File: src/rtl/cls_pkg.sv
// Shared types and default constants for the lockstep-cluster recovery sequencer.
package cls_pkg;

  typedef enum logic [2:0] {
    CLS_BOOT     = 3'd0,
    CLS_GRACE    = 3'd1,
    CLS_RUN      = 3'd2,
    CLS_HALT     = 3'd3,
    CLS_RESET    = 3'd4,
    CLS_FAILSAFE = 3'd5
  } cls_rec_state_e;

  localparam int CLS_RST_CYCLES   = 8;
  localparam int CLS_GRACE_CYCLES = 16;
  localparam int CLS_HALT_TIMEOUT = 64;
  localparam int CLS_MAX_RETRY    = 3;
  localparam int CLS_DECAY_CYCLES = 1024;

  function automatic int cls_max3(int a, int b, int c);
    int m;
    m = (a > b) ? a : b;
    return (m > c) ? m : c;
  endfunction

endpackage

File: src/rtl/cls_cycle_timer.sv
// Loadable down-counter shared by the timed states; holds at zero.
module cls_cycle_timer #(
  parameter int W    = 7,
  parameter int INIT = 0
) (
  input  logic         clk,
  input  logic         rst,
  input  logic         load,
  input  logic [W-1:0] load_val,
  output logic [W-1:0] value,
  output logic         zero
);

  logic [W-1:0] value_q, value_d;

  // next count: load wins, otherwise count down until zero
  always_comb begin
    value_d = value_q;
    if (load)               value_d = load_val;
    else if (value_q != '0) value_d = value_q - W'(1);
  end

  // count register, reset value matches the boot duration
  always_ff @(posedge clk or negedge rst) begin
    if (!rst) value_q <= W'(INIT);
    else      value_q <= value_d;
  end

  assign value = value_q;
  assign zero  = (value_q == '0);

endmodule

File: src/rtl/cls_recovery_ctrl.sv
// Fault-recovery sequencer for the triple-core lockstep cluster.
// Optional fault timestamp log enabled by defining CLS_FAULT_LOG_EN.
module cls_recovery_ctrl
  import cls_pkg::*;
#(
  parameter int RST_CYCLES   = CLS_RST_CYCLES,
  parameter int GRACE_CYCLES = CLS_GRACE_CYCLES,
  parameter int HALT_TIMEOUT = CLS_HALT_TIMEOUT,
  parameter int MAX_RETRY    = CLS_MAX_RETRY,
  parameter int DECAY_CYCLES = CLS_DECAY_CYCLES,
  localparam int RW = $clog2(MAX_RETRY + 1)
) (
  input  logic          clk,
  input  logic          rst,
  input  logic          fault,
  input  logic          core_busy_ms,
  input  logic          core_busy_sl1,
  input  logic          core_busy_sl2,
  input  logic          irq_ack,
  output logic          cmp_en,
  output logic          core_halt,
  output logic          core_rst_n,
  output logic          irq,
  output logic          fail_safe,
  output logic [RW-1:0] retry_cnt,
`ifdef CLS_FAULT_LOG_EN
  output logic [31:0]   fault_ts,
`endif
  output logic [2:0]    state_o
);

  localparam int TW = $clog2(cls_max3(RST_CYCLES, GRACE_CYCLES, HALT_TIMEOUT) + 1);
  localparam int DW = $clog2(DECAY_CYCLES + 1);
  localparam logic [TW-1:0] T_RST   = TW'(RST_CYCLES - 1);
  localparam logic [TW-1:0] T_GRACE = TW'(GRACE_CYCLES - 1);
  localparam logic [TW-1:0] T_HALT  = TW'(HALT_TIMEOUT - 1);
  localparam logic [DW-1:0] D_LAST  = DW'(DECAY_CYCLES - 1);
  localparam logic [RW-1:0] R_MAX   = RW'(MAX_RETRY);

  cls_rec_state_e state_q, state_d;
  logic [RW-1:0]  retry_q, retry_d, retry_inc;
  logic [DW-1:0]  clean_q, clean_d;
  logic           irq_q, irq_d;
  logic           tmr_load, tmr_zero;
  logic [TW-1:0]  tmr_val, tmr_value;
  logic           fault_acc;
  logic           any_busy;

  cls_cycle_timer #(.W(TW), .INIT(RST_CYCLES - 1)) u_timer (
    .clk      (clk),
    .rst      (rst),
    .load     (tmr_load),
    .load_val (tmr_val),
    .value    (tmr_value),
    .zero     (tmr_zero)
  );

  assign any_busy  = core_busy_ms | core_busy_sl1 | core_busy_sl2;
  assign retry_inc = retry_q + RW'(1);

  // next-state, timer loads on state entry, retry/decay and irq set/clear
  always_comb begin
    state_d   = state_q;
    tmr_load  = 1'b0;
    tmr_val   = '0;
    retry_d   = retry_q;
    clean_d   = '0;
    irq_d     = irq_q & ~irq_ack;
    fault_acc = 1'b0;
    case (state_q)
      CLS_BOOT, CLS_RESET: if (tmr_zero) begin
        state_d  = CLS_GRACE;
        tmr_load = 1'b1;
        tmr_val  = T_GRACE;
      end
      CLS_GRACE: if (tmr_zero) state_d = CLS_RUN;
      CLS_RUN: begin
        if (fault) begin
          fault_acc = 1'b1;
          retry_d   = retry_inc;
          irq_d     = 1'b1;
          if (retry_inc == R_MAX) state_d = CLS_FAILSAFE;
          else begin
            state_d  = CLS_HALT;
            tmr_load = 1'b1;
            tmr_val  = T_HALT;
          end
        end else if (clean_q == D_LAST) begin
          if (retry_q != '0) retry_d = retry_q - RW'(1);
        end else begin
          clean_d = clean_q + DW'(1);
        end
      end
      CLS_HALT: if (!any_busy || tmr_zero) begin
        state_d  = CLS_RESET;
        tmr_load = 1'b1;
        tmr_val  = T_RST;
      end
      CLS_FAILSAFE: state_d = CLS_FAILSAFE;
      default: state_d = CLS_BOOT;
    endcase
  end

  // state, retry, decay and irq registers
  always_ff @(posedge clk or negedge rst) begin
    if (!rst) begin
      state_q <= CLS_BOOT;
      retry_q <= '0;
      clean_q <= '0;
      irq_q   <= 1'b0;
    end else begin
      state_q <= state_d;
      retry_q <= retry_d;
      clean_q <= clean_d;
      irq_q   <= irq_d;
    end
  end

`ifdef CLS_FAULT_LOG_EN
  logic [31:0] cyc_q, cyc_d, ts_q, ts_d;

  // free-running cycle counter and timestamp capture on accepted faults
  always_comb begin
    cyc_d = cyc_q + 32'd1;
    ts_d  = fault_acc ? cyc_q : ts_q;
  end

  // timestamp log registers
  always_ff @(posedge clk or negedge rst) begin
    if (!rst) begin
      cyc_q <= '0;
      ts_q  <= '0;
    end else begin
      cyc_q <= cyc_d;
      ts_q  <= ts_d;
    end
  end

  assign fault_ts = ts_q;
`endif

  // outputs decoded from registered state
  assign cmp_en     = (state_q == CLS_RUN);
  assign core_halt  = (state_q == CLS_HALT) || (state_q == CLS_RESET) ||
                      (state_q == CLS_FAILSAFE);
  assign core_rst_n = !((state_q == CLS_BOOT) || (state_q == CLS_RESET) ||
                        (state_q == CLS_FAILSAFE));
  assign fail_safe  = (state_q == CLS_FAILSAFE);
  assign irq        = irq_q;
  assign retry_cnt  = retry_q;
  assign state_o    = state_q;

endmodule

File: config.mk
export PLATFORM = sky130hd
export DESIGN_NAME = cls_recovery_ctrl
export DESIGN_NICKNAME = d
export VERILOG_FILES = /design/src/rtl/cls_pkg.sv /design/src/rtl/cls_cycle_timer.sv /design/src/rtl/cls_recovery_ctrl.sv
export SDC_FILE = /design/constraint.sdc
export NUM_CORES = 1
export LEC_CHECK = 0
export CORE_ASPECT_RATIO = 0.9
export CORE_MARGIN = 2
export CORE_UTILIZATION = 54
export CTS_CLUSTER_DIAMETER = 60
export DETAILED_ROUTE_END_ITERATION = 10
export GPL_ROUTABILITY_DRIVEN = 0
export PLACE_DENSITY = 0.78
export SYNTH_ARGS = -nofsm -noshare
export SYNTH_HDL_FRONTEND = slang
export SYNTH_SLANG_ARGS = --single-unit
File: constraint.sdc
create_clock -name clk -period 2.4 [get_ports clk]
set_clock_uncertainty 0.15 [all_clocks]
set_input_delay 0.24 -clock clk [delete_from_list [all_inputs] [get_ports clk]]
set_output_delay 0.24 -clock clk [all_outputs]
set_load 0.005 [all_outputs]
==> results.json, run 1 <==
{
  "viasPerCell": 5.65,
  "clk_pin_slew_ns": 0.13,
  "dr_wl_met2_um": 1220,
  "synth_top_family_by_area": "simple AND/OR/NAND/NOR gates",
  "reg2reg_setup_slack_ns": 0.43,
  "post_cts_buffers": 0,
  "drc": 0,
  "ant_nets": 0,
  "cts_tree": "yes",
  "antenna_found_initial": 0,
  "start_util_pct": 55.3,
  "grt_start_max_net_pins": 25,
  "antenna_cells": 0,
  "cts-hold-fix-buffers": 0,
  "critPathLaunchType": "flip-flop",
  "synth_compound_area_share_pct": 13.6,
  "clk_path_buf_depth": 2,
  "p_per_area_nw_per_um2": 979,
  "routed_wl_um": 2540,
  "clock.fmax_mhz": 446,
  "post-dp-hpwl_um": 1890,
  "drtIter0Drc": 40,
  "synth_area_per_cell_um2": 9.85,
  "fp.dieW_um": 56.3,
  "die_y_um": 51.1,
  "portBuffers": 16,
  "cts.htree.levels": 1,
  "cts.sinks": 24,
  "worst_slack_ns": 0.157,
  "reg2reg_depth": 6,
  "leakage_nw": 0.619,
  "clk_latency_ns": 0.31,
  "hp-class": "primary input to asynchronous set/reset pin",
  "synthXorXnorAreaFrac_pct": 8.56,
  "wl_met3_um": 141,
  "synth-async-reset-ratio_pct": 100,
  "nets": 168,
  "worstPathRequired_ns": 2.01,
  "critPathArrivalTime_ns": 1.85,
  "cap_viol_max_count": 0,
  "period_share_pct": 93.5,
  "rsz0062_at_grt": "no",
  "grt-ovfl-total": 0,
  "tns_ns": 0,
  "synthMuxAreaShare_pct": 2.35,
  "cts_made_buffers": 3,
  "synth_edf_count": 0,
  "cts.root.buffer_cell": "clkbuf_4",
  "fillCellCount": 204,
  "relSlewSlack_pct": 63.4,
  "synthSimpleGateAreaFrac_pct": 21.9,
  "hold_viol_final": 0,
  "synth_fa_ha_area_share_pct": 4.70,
  "ios": 17,
  "wl_per_cell_um": 13.9,
  "first_global_vias": 1020,
  "post_cts_resized": 0,
  "status": "completed",
  "crit_fanout": 7,
  "dpl_worst_slack_ns": 0.454,
  "critPathCaptureType": "primary output",
  "synth_area_um2": 1330,
  "ys_seq_elements": 24,
  "synth-main-ff-cell": "dfrtp_1",
  "die_area_um2": 2880,
  "vias": 1034,
  "wl_met1_um": 1160,
  "worst_pin_slew_ns": 0.541,
  "r2r_start": "u_timer.value[0]$_DFFE_PN1P_",
  "grt_pass1_wl_um": 4430,
  "dr.pass1.iters": 4,
  "fp-row-count": 17,
  "drive_gt1_share_pct": 10.3,
  "grt_usage_pct": 20.1,
  "vdd_ir_drop_max_uv": 793,
  "dr.max_layer_used": "met4",
  "min_period_ns": 2.24,
  "ys_seq_area_share_pct": 45.4,
  "syn_nets": 147,
  "syn_inst": 135,
  "ys_types": 39,
  "finalSetupViolCount": 0,
  "worstSetupPathType": "flip-flop to primary output",
  "ys_warn_count": 0,
  "drv_slew": 0,
  "placeableCoreArea_um2": 2400,
  "timing.rr.end": "u_timer.value[6]$_DFFE_PN0P_",
  "area_growth_syn_to_layout_pct": 18.3
}
==> cell usage in the layout, fill, tap and decap left out, types with 2 or more instances in the layout <==
cell,Yosys,routed
a21oi_1,6,6
a311oi_1,2,2
buf_4,0,3
clkbuf_4,0,3
clkdlybuf4s50_1,0,16
dfrtp_1,21,21
dfstp_2,3,3
ha_1,5,5
inv_1,8,8
mux2i_1,2,2
nand2_1,15,15
nand3_1,6,6
nor2_1,13,13
nor3_1,6,6
nor3b_1,2,2
o21ai_0,6,6
or3_1,2,2
or3b_1,2,2
xnor2_1,10,10
xor2_1,3,3
==> per-layer routing <==
metal  vias up  global-route usage (%)
met5         -                       0
met4         0                    7.14
met3         4                    3.29
met2        28                    34.3
met1       491                    25.9
li1        511                       -
==> state kept, by name, summed over array words and instances, names as in the netlist <==
register       flops
clean_q           11
irq                1
retry_cnt          2
state_o            3
u_timer.value      7
==> stage by stage <==
step	util, %	total power, mW	hold slack (ns)	instances	instance area (um^2)
after floorplan	-	1.05	-0.206	135	1330
after global placement	63.9	1.30	0.335	179	1540
after detailed placement	63.9	1.33	0.340	179	1540
after CTS	65.4	1.55	0.120	183	1570
after global routing	65.4	1.66	0.137	183	1570
final	65.4	1.54	0.109	183	1570
==> cell families (layout without fill, tap and decap cells) <==
logic type	after synthesis	after routing
DFF	24	24
buffers and inverters	12	32
muxes	3	3
and+or+nand+nor	54	54
AOI/OAI and AO/OA	24	24
adders and majority gates	5	5
xor gates and xnor gates	13	13
==> report_power, final <==
part,internal [mW],leakage [nW],switching (mW)
sequential,0.531,0.305,0.112
clock,0.0927,0.0210,0.119
combinational,0.359,0.293,0.325
total,0.982,0.619,0.557
==> cell type report <==
cell class / count / area [um^2] / share of cell area [%]
multi-input cells: 99 / 681 / 43.3
flip-flops and latches: 24 / 604 / 38.4
repair buffers: 19 / 183 / 11.6
clock buffers: 4 / 36.3 / 2.31
well taps: 28 / 35.0 / 2.23
inverters: 9 / 33.8 / 2.15
==> worst max-delay path, stage by stage, from the launching register on <==
cell             delay (ns)
dfrtp_1                0.47
or3b_1                 0.43
inv_2                  0.13
clkdlybuf4s50_1        0.52
==> Yosys cell counts (all sizes together), types with 3 or more instances <==
library cell,instances,share of area [%]
dfrtp,21,40
nand2,15,4.2
nor2,13,3.7
xnor2,10,6.6
inv,9,2.5
nand3,7,3.0
o21ai,7,2.6
a21oi,6,2.3
nor3,6,2.3
ha,5,4.7
dfstp,3,5.9
xor2,3,2.0
==> worst max-delay path by stage <==
stage | to | startpoint | depth (start not counted)
after floorplan | retry_cnt[1]$_DFFE_PN0P_ | retry_cnt[0]$_DFFE_PN0P_ | 6
after global placement | retry_cnt[1]$_DFFE_PN0P_ | retry_cnt[0]$_DFFE_PN0P_ | 6
after detailed placement | u_timer.value[6]$_DFFE_PN0P_ | u_timer.value[0]$_DFFE_PN1P_ | 6
after CTS | cmp_en | state_o[2]$_DFFE_PN0P_ | 3
after global routing | cmp_en | state_o[2]$_DFFE_PN0P_ | 3
final | cmp_en | state_o[2]$_DFFE_PN0P_ | 3
No activity file was read; power rests on OpenSTA's default activity.
==> inputs of run 2 (changes only) <==
ABC_CLOCK_PERIOD_IN_PS = 2400   (was unset)
MAX_ROUTING_LAYER = met4   (was unset)
REMOVE_ABC_BUFFERS = 1   (was unset)
==> run 2 against run 1 <==
Critical path type unchanged. Non-clock buffer count shrank 1. Die area unchanged. Combinational power fell by 7.7%. Routed wire length grew 3.6%. Sequential power increased by 6.4%. Via count increased by 3.0%. Critical path depth is the same. Count of clock-buffer cells in the layout down 1. Critical endpoint unchanged. Sequential share of layout area shrank 0.16 points. Highest routed layer unchanged. Cell area increased by 0.64%. Total power increased by 4.7%. Sequential cell count did not move.
==> results.json, run 2 (same netlist as run 1, synthesis figures left out) <==
{
  "placeableCoreArea_um2": 2400,
  "antenna_cells": 0,
  "seqPwrFrac_pct": 42.4,
  "p_per_area_nw_per_um2": 1020,
  "tns_ns": 0,
  "critPathArrivalTime_ns": 1.92,
  "ant_nets": 0,
  "leakage_nw": 0.620,
  "post_cts_buffers": 0,
  "clk_latency_ns": 0.32,
  "finalSetupViolCount": 0,
  "final_common_cell": "dfrtp_1",
  "worstSetupPathType": "flip-flop to primary output",
  "largest_reg_flops": 11,
  "power.internal_mw": 1.05,
  "cts_tree": "yes",
  "dr.pass1.iters": 4,
  "clockPowerShare_pct": 18.4,
  "worst_slack_ns": 0.0877,
  "drive_gt1_share_pct": 10.4,
  "worst_pin_slew_ns": 0.493,
  "hold_viol_final": 0,
  "critPathCaptureType": "primary output",
  "hold_ws_ns": 0.102,
  "hp-class": "primary input to asynchronous set/reset pin",
  "start_util_pct": 55.3,
  "final_cell_mix": "dfrtp_1, clkdlybuf4s50_1, nand2_1",
  "status": "completed",
  "rsz0062_at_grt": "no",
  "cts-hold-fix-buffers": 0,
  "grt_start_max_net_pins": 25,
  "routed_wl_um": 2640,
  "nets": 167,
  "drtIter0Drc": 38,
  "path_delay_family": "buffers and inverters",
  "slowest_delay_ns": 0.54,
  "crit_fanout": 10,
  "first_global_vias": 1087,
  "drc": 0,
  "portBuffers": 16,
  "gr-usage-met2_pct": 36.1,
  "cap_viol_max_count": 0,
  "post-dp-hpwl_um": 1990,
  "regMostFlops": "clean_q",
  "area_growth_syn_to_layout_pct": 19.0,
  "cts.sinks": 24,
  "antenna_found_initial": 0,
  "grt.met1_usage_pct": 25.7,
  "die_area_um2": 2880,
  "clock.fmax_mhz": 432,
  "min_period_ns": 2.31,
  "path_buf_inv": 2,
  "wl_per_cell_um": 14.5,
  "relSlewSlack_pct": 66.7,
  "vdd_ir_drop_max_uv": 774,
  "critPathLaunchType": "flip-flop",
  "grt-ovfl-total": 0,
  "viasPerCell": 5.85,
  "fin_util_pct": 65.9,
  "sw_frac_of_total_pct": 34.9,
  "cts.root.buffer_cell": "clkbuf_4",
  "total_power_mw": 1.61,
  "use_met3_pct": 3.29,
  "fp-row-count": 17,
  "period_share_pct": 96.3,
  "grt_pass1_wl_um": 4640,
  "slowest_stage": "dfrtp_1",
  "clk_pin_slew_ns": 0.14,
  "die_y_um": 51.1,
  "worstPathRequired_ns": 2.01,
  "fillCellCount": 196,
  "grt_usage_pct": 21.5,
  "dpl_worst_slack_ns": 0.428,
  "ios": 17,
  "cts.htree.levels": 1,
  "drv_slew": 0,
  "busiest_layer": "met2",
  "clk_path_buf_depth": 2,
  "vias": 1065,
  "p_comb_share_pct": 39.2,
  "fp.dieW_um": 56.3,
  "path_cells": "or3b_1 > inv_2 > clkdlybuf4s50_1",
  "cts_made_buffers": 3,
  "p_sw_mw": 0.563
}
## run 2: cell types whose count changed in the layout (fill, tap and decap cells not counted), sizes merged
cell / change
buf: -1
bufinv: +1
clkbuf: -1
## run 2: power by group through the flow
stage / registers (mW) / clock network, mW / logic (mW)
floorplan: 0.669 / 0 / 0.365
global placement: 0.675 / 0 / 0.612
detailed placement: 0.686 / 0 / 0.631
CTS: 0.678 / 0.301 / 0.635
global route: 0.703 / 0.312 / 0.698
finish: 0.684 / 0.296 / 0.631
## run 2: timing repair
| action | CTS | global route |
|---|---|---|
| endpoints found under the hold margin | 0 | 0 |
| gates resized for setup | 0 | 1 |
| setup endpoints to repair | 0 | 1 |
## run 2: metal layers
| metal | routed length, um | share of wire [%] | vias to the layer above |
|---|---|---|---|
| li1 | - | - | 509 |
| met1 | 1170 | 44 | 522 |
| met2 | 1280 | 49 | 27 |
| met3 | 131 | 5.0 | 7 |
| met4 | 55 | 2.1 | 0 |
| met5 | 0 | 0 | - |
## run 2: cell type report
type	count	area, um^2	share of cell area (%)
clock buffer	3	22.5	1.42
clock inverter	1	30.0	1.90
inverter	9	33.8	2.13
multi-input combinational	99	681	43.0
sequential	24	606	38.3
tap	28	35.0	2.21
timing repair buffer	18	175	11.1
## run 2: path summary, 6_finish.rpt
path,start,end,slack [ns],cells past startpoint
setup / recovery,state_o[1]$_DFFE_PN0P_,cmp_en,0.09,3
hold / removal,rst,retry_cnt[1]$_DFFE_PN0P_,0.10,2
setup reg to reg,u_timer.value[0]$_DFFE_PN1P_,u_timer.value[6]$_DFFE_PN0P_,0.44,6
hold reg to reg,clean_q[0]$_DFF_PN0_,clean_q[0]$_DFF_PN0_,0.36,1
max in group asynchronous,rst,u_timer.value[1]$_DFFE_PN1P_,1.71,2
min in group clk,irq_ack,irq$_DFF_PN0_,0.32,2
## run 2: through the flow
step                std cells  instance area (um^2)
floorplan                 132                  1320
global placement          178                  1530
detailed placement        178                  1530
CTS                       182                  1580
global route              182                  1580
finish                    182                  1580
==> inputs of run 3 (changes only) <==
CORE_UTILIZATION = 60   (was 54)
DONT_BUFFER_PORTS = 1   (was unset)
PLACE_DENSITY = 0.76   (was 0.78)
==> run 3 against run 2 <==
Sequential cell count stayed put. Non-clock buffer count is 13 lower. Sequential power is 1% lower. Register-to-register slack worse by 0.08 ns. Cell area is 8.2% lower. Final cell count is 7.7% lower. Fmax is 13% higher. Clock power hardly changed. Routed wire length is 4.3% lower. Critical path depth is 2 higher. Combinational power is 22% lower. Via count is 5.1% lower. Critical path type is now flip-flop to flip-flop. Largest cell class unchanged. Highest routed layer unchanged.
==> results.json, run 3 (same netlist as run 1, synthesis figures left out) <==
{
  "ios": 17,
  "reg2reg_depth": 5,
  "fin_util_pct": 67.8,
  "viasPerCell": 6.02,
  "die_area_um2": 2610,
  "rsz0062_at_grt": "no",
  "p_sw_mw": 0.539,
  "hold_start": "fault",
  "start_util_pct": 62.1,
  "post_cts_buffers": 0,
  "portBuffers": 0,
  "drive_gt1_share_pct": 9.93,
  "first_global_vias": 999,
  "leakage_nw": 0.574,
  "cts_made_buffers": 3,
  "drtIter0Drc": 22,
  "clk_pin_slew_ns": 0.14,
  "status": "completed",
  "dr.pass1.iters": 4,
  "final_common_cell": "dfrtp_1",
  "antenna_cells": 0,
  "cts.htree.levels": 1,
  "drc": 0,
  "reg2reg_setup_slack_ns": 0.36,
  "cap_viol_max_count": 0,
  "sw_frac_of_total_pct": 36.8,
  "post-dp-hpwl_um": 1800,
  "ant_nets": 0,
  "cts.sinks": 24,
  "cts_tree": "yes",
  "p_comb_share_pct": 33.7,
  "worst_pin_slew_ns": 1.09,
  "fp-row-count": 16,
  "power.internal_mw": 0.926,
  "path_cells": "or3b_1 > inv_2 > nand2_1 > o21ai_0 > dlygate4sd3_1",
  "final_cell_area_um2": 1450,
  "die_y_um": 48.7,
  "fillCellCount": 167,
  "crit_fanout": 13,
  "nets": 154,
  "grt-ovfl-total": 0,
  "slowest_delay_ns": 0.56,
  "vias": 1011,
  "min_period_ns": 2.04,
  "critPathArrivalTime_ns": 2.17,
  "p_per_area_nw_per_um2": 1010,
  "hold_depth": 2,
  "fp.dieW_um": 53.6,
  "hold_viol_final": 0,
  "vdd_ir_drop_max_uv": 839,
  "tns_ns": 0,
  "final_cell_mix": "dfrtp_1, nand2_1, nor2_1",
  "post_cts_resized": 0,
  "drv_slew": 0,
  "regMostFlops": "clean_q",
  "holdPathEnd": "u_timer.value[3]$_DFFE_PN0P_",
  "grt_usage_pct": 22.6,
  "relSlewSlack_pct": 26.8,
  "clock.fmax_mhz": 490,
  "largest_reg_flops": 11,
  "routed_wl_um": 2520,
  "clk_path_buf_depth": 2,
  "worstPathRequired_ns": 2.52,
  "timing.rr.end": "irq$_DFF_PN0_",
  "slowest_stage": "dlygate4sd3_1",
  "area_growth_syn_to_layout_pct": 9.22,
  "finalSetupViolCount": 0,
  "grt_pass1_wl_um": 4250,
  "antenna_found_initial": 0,
  "cts-hold-fix-buffers": 4,
  "worstSetupPathType": "flip-flop to flip-flop",
  "seqPwrFrac_pct": 46.0,
  "clk_latency_ns": 0.32,
  "grt_start_max_net_pins": 25,
  "critPathCaptureType": "flip-flop",
  "clockPowerShare_pct": 20.3,
  "critPathLaunchType": "flip-flop",
  "hp-class": "primary input to flip-flop",
  "wl_per_cell_um": 15.0,
  "placeableCoreArea_um2": 2140,
  "period_share_pct": 85.1,
  "cts.root.buffer_cell": "clkbuf_4",
  "r2r_start": "state_o[0]$_DFFE_PN0P_",
  "dpl_cell_area_um2": 1360
}
run 3: cell count changes in the layout (fill, tap and decap cells not counted):
cell             delta
clkdlybuf4s50_1    -16
dlygate4sd3_1       +4
buf_4               -1
dfrtp_1             +1
dfrtp_2             -1
run 3: critical path, delay by kind of cell (launching register included):
kind | cells | cell delay (ns)
buffers and inverters | 2 | 0.70
and+or+nand+nor | 2 | 0.55
DFF | 1 | 0.54
AOI/OAI and AO/OA | 1 | 0.06
run 3: worst max-delay path by stage:
| stage | from | to | slack, ns | depth (start not counted) |
|---|---|---|---|---|
| finish | state_o[0]$_DFFE_PN0P_ | irq$_DFF_PN0_ | 0.36 | 5 |
| CTS | state_o[0]$_DFFE_PN0P_ | irq$_DFF_PN0_ | 0.35 | 5 |
| global placement | retry_cnt[0]$_DFFE_PN0P_ | retry_cnt[1]$_DFFE_PN0P_ | 0.54 | 6 |
| global route | u_timer.value[0]$_DFFE_PN1P_ | u_timer.value[6]$_DFFE_PN0P_ | 0.26 | 6 |
| floorplan | retry_cnt[0]$_DFFE_PN0P_ | retry_cnt[1]$_DFFE_PN0P_ | 0.63 | 6 |
| detailed placement | retry_cnt[0]$_DFFE_PN0P_ | retry_cnt[1]$_DFFE_PN0P_ | 0.42 | 6 |
run 3: cell type report:
cell class	count	area [um^2]	area share (%)
clock buffers	3	22.5	1.55
flip-flops and latches	24	604	41.6
inverters	9	33.8	2.33
well taps	27	33.8	2.33
multi-input cells	99	681	46.9
repair buffers	5	47.5	3.27
clock inverters	1	30.0	2.07
run 3: metrics by stage:
stage | hold WS (ns) | cells | setup slack, ns | total power, mW
finish | 0.0305 | 168 | 0.358 | 1.47
global route | 0.0329 | 168 | 0.255 | 1.57
CTS | 0.0177 | 168 | 0.354 | 1.47
detailed placement | -0.205 | 160 | 0.421 | 1.15
global placement | -0.205 | 160 | 0.537 | 1.13
floorplan | -0.206 | 132 | 0.631 | 1.03
run 3: power groups by stage:
stage,combinational [mW],sequential [mW],clock [mW]
2_1_floorplan,0.365,0.669,0
3_3_place_gp,0.455,0.674,0
3_5_place_dp,0.476,0.679,0
4_1_cts,0.497,0.672,0.301
5_1_grt,0.559,0.694,0.317
6_report,0.494,0.674,0.297
run 3: per-layer routing:
| layer | global-route usage [%] | share of wire [%] | vias to the layer above |
|---|---|---|---|
| met5 | - | 0 | - |
| met4 | 7.26 | 1.1 | 0 |
| met3 | 3.09 | 3.8 | 4 |
| met2 | 35.6 | 49 | 26 |
| met1 | 29.9 | 46 | 493 |
| li1 | - | - | 488 |
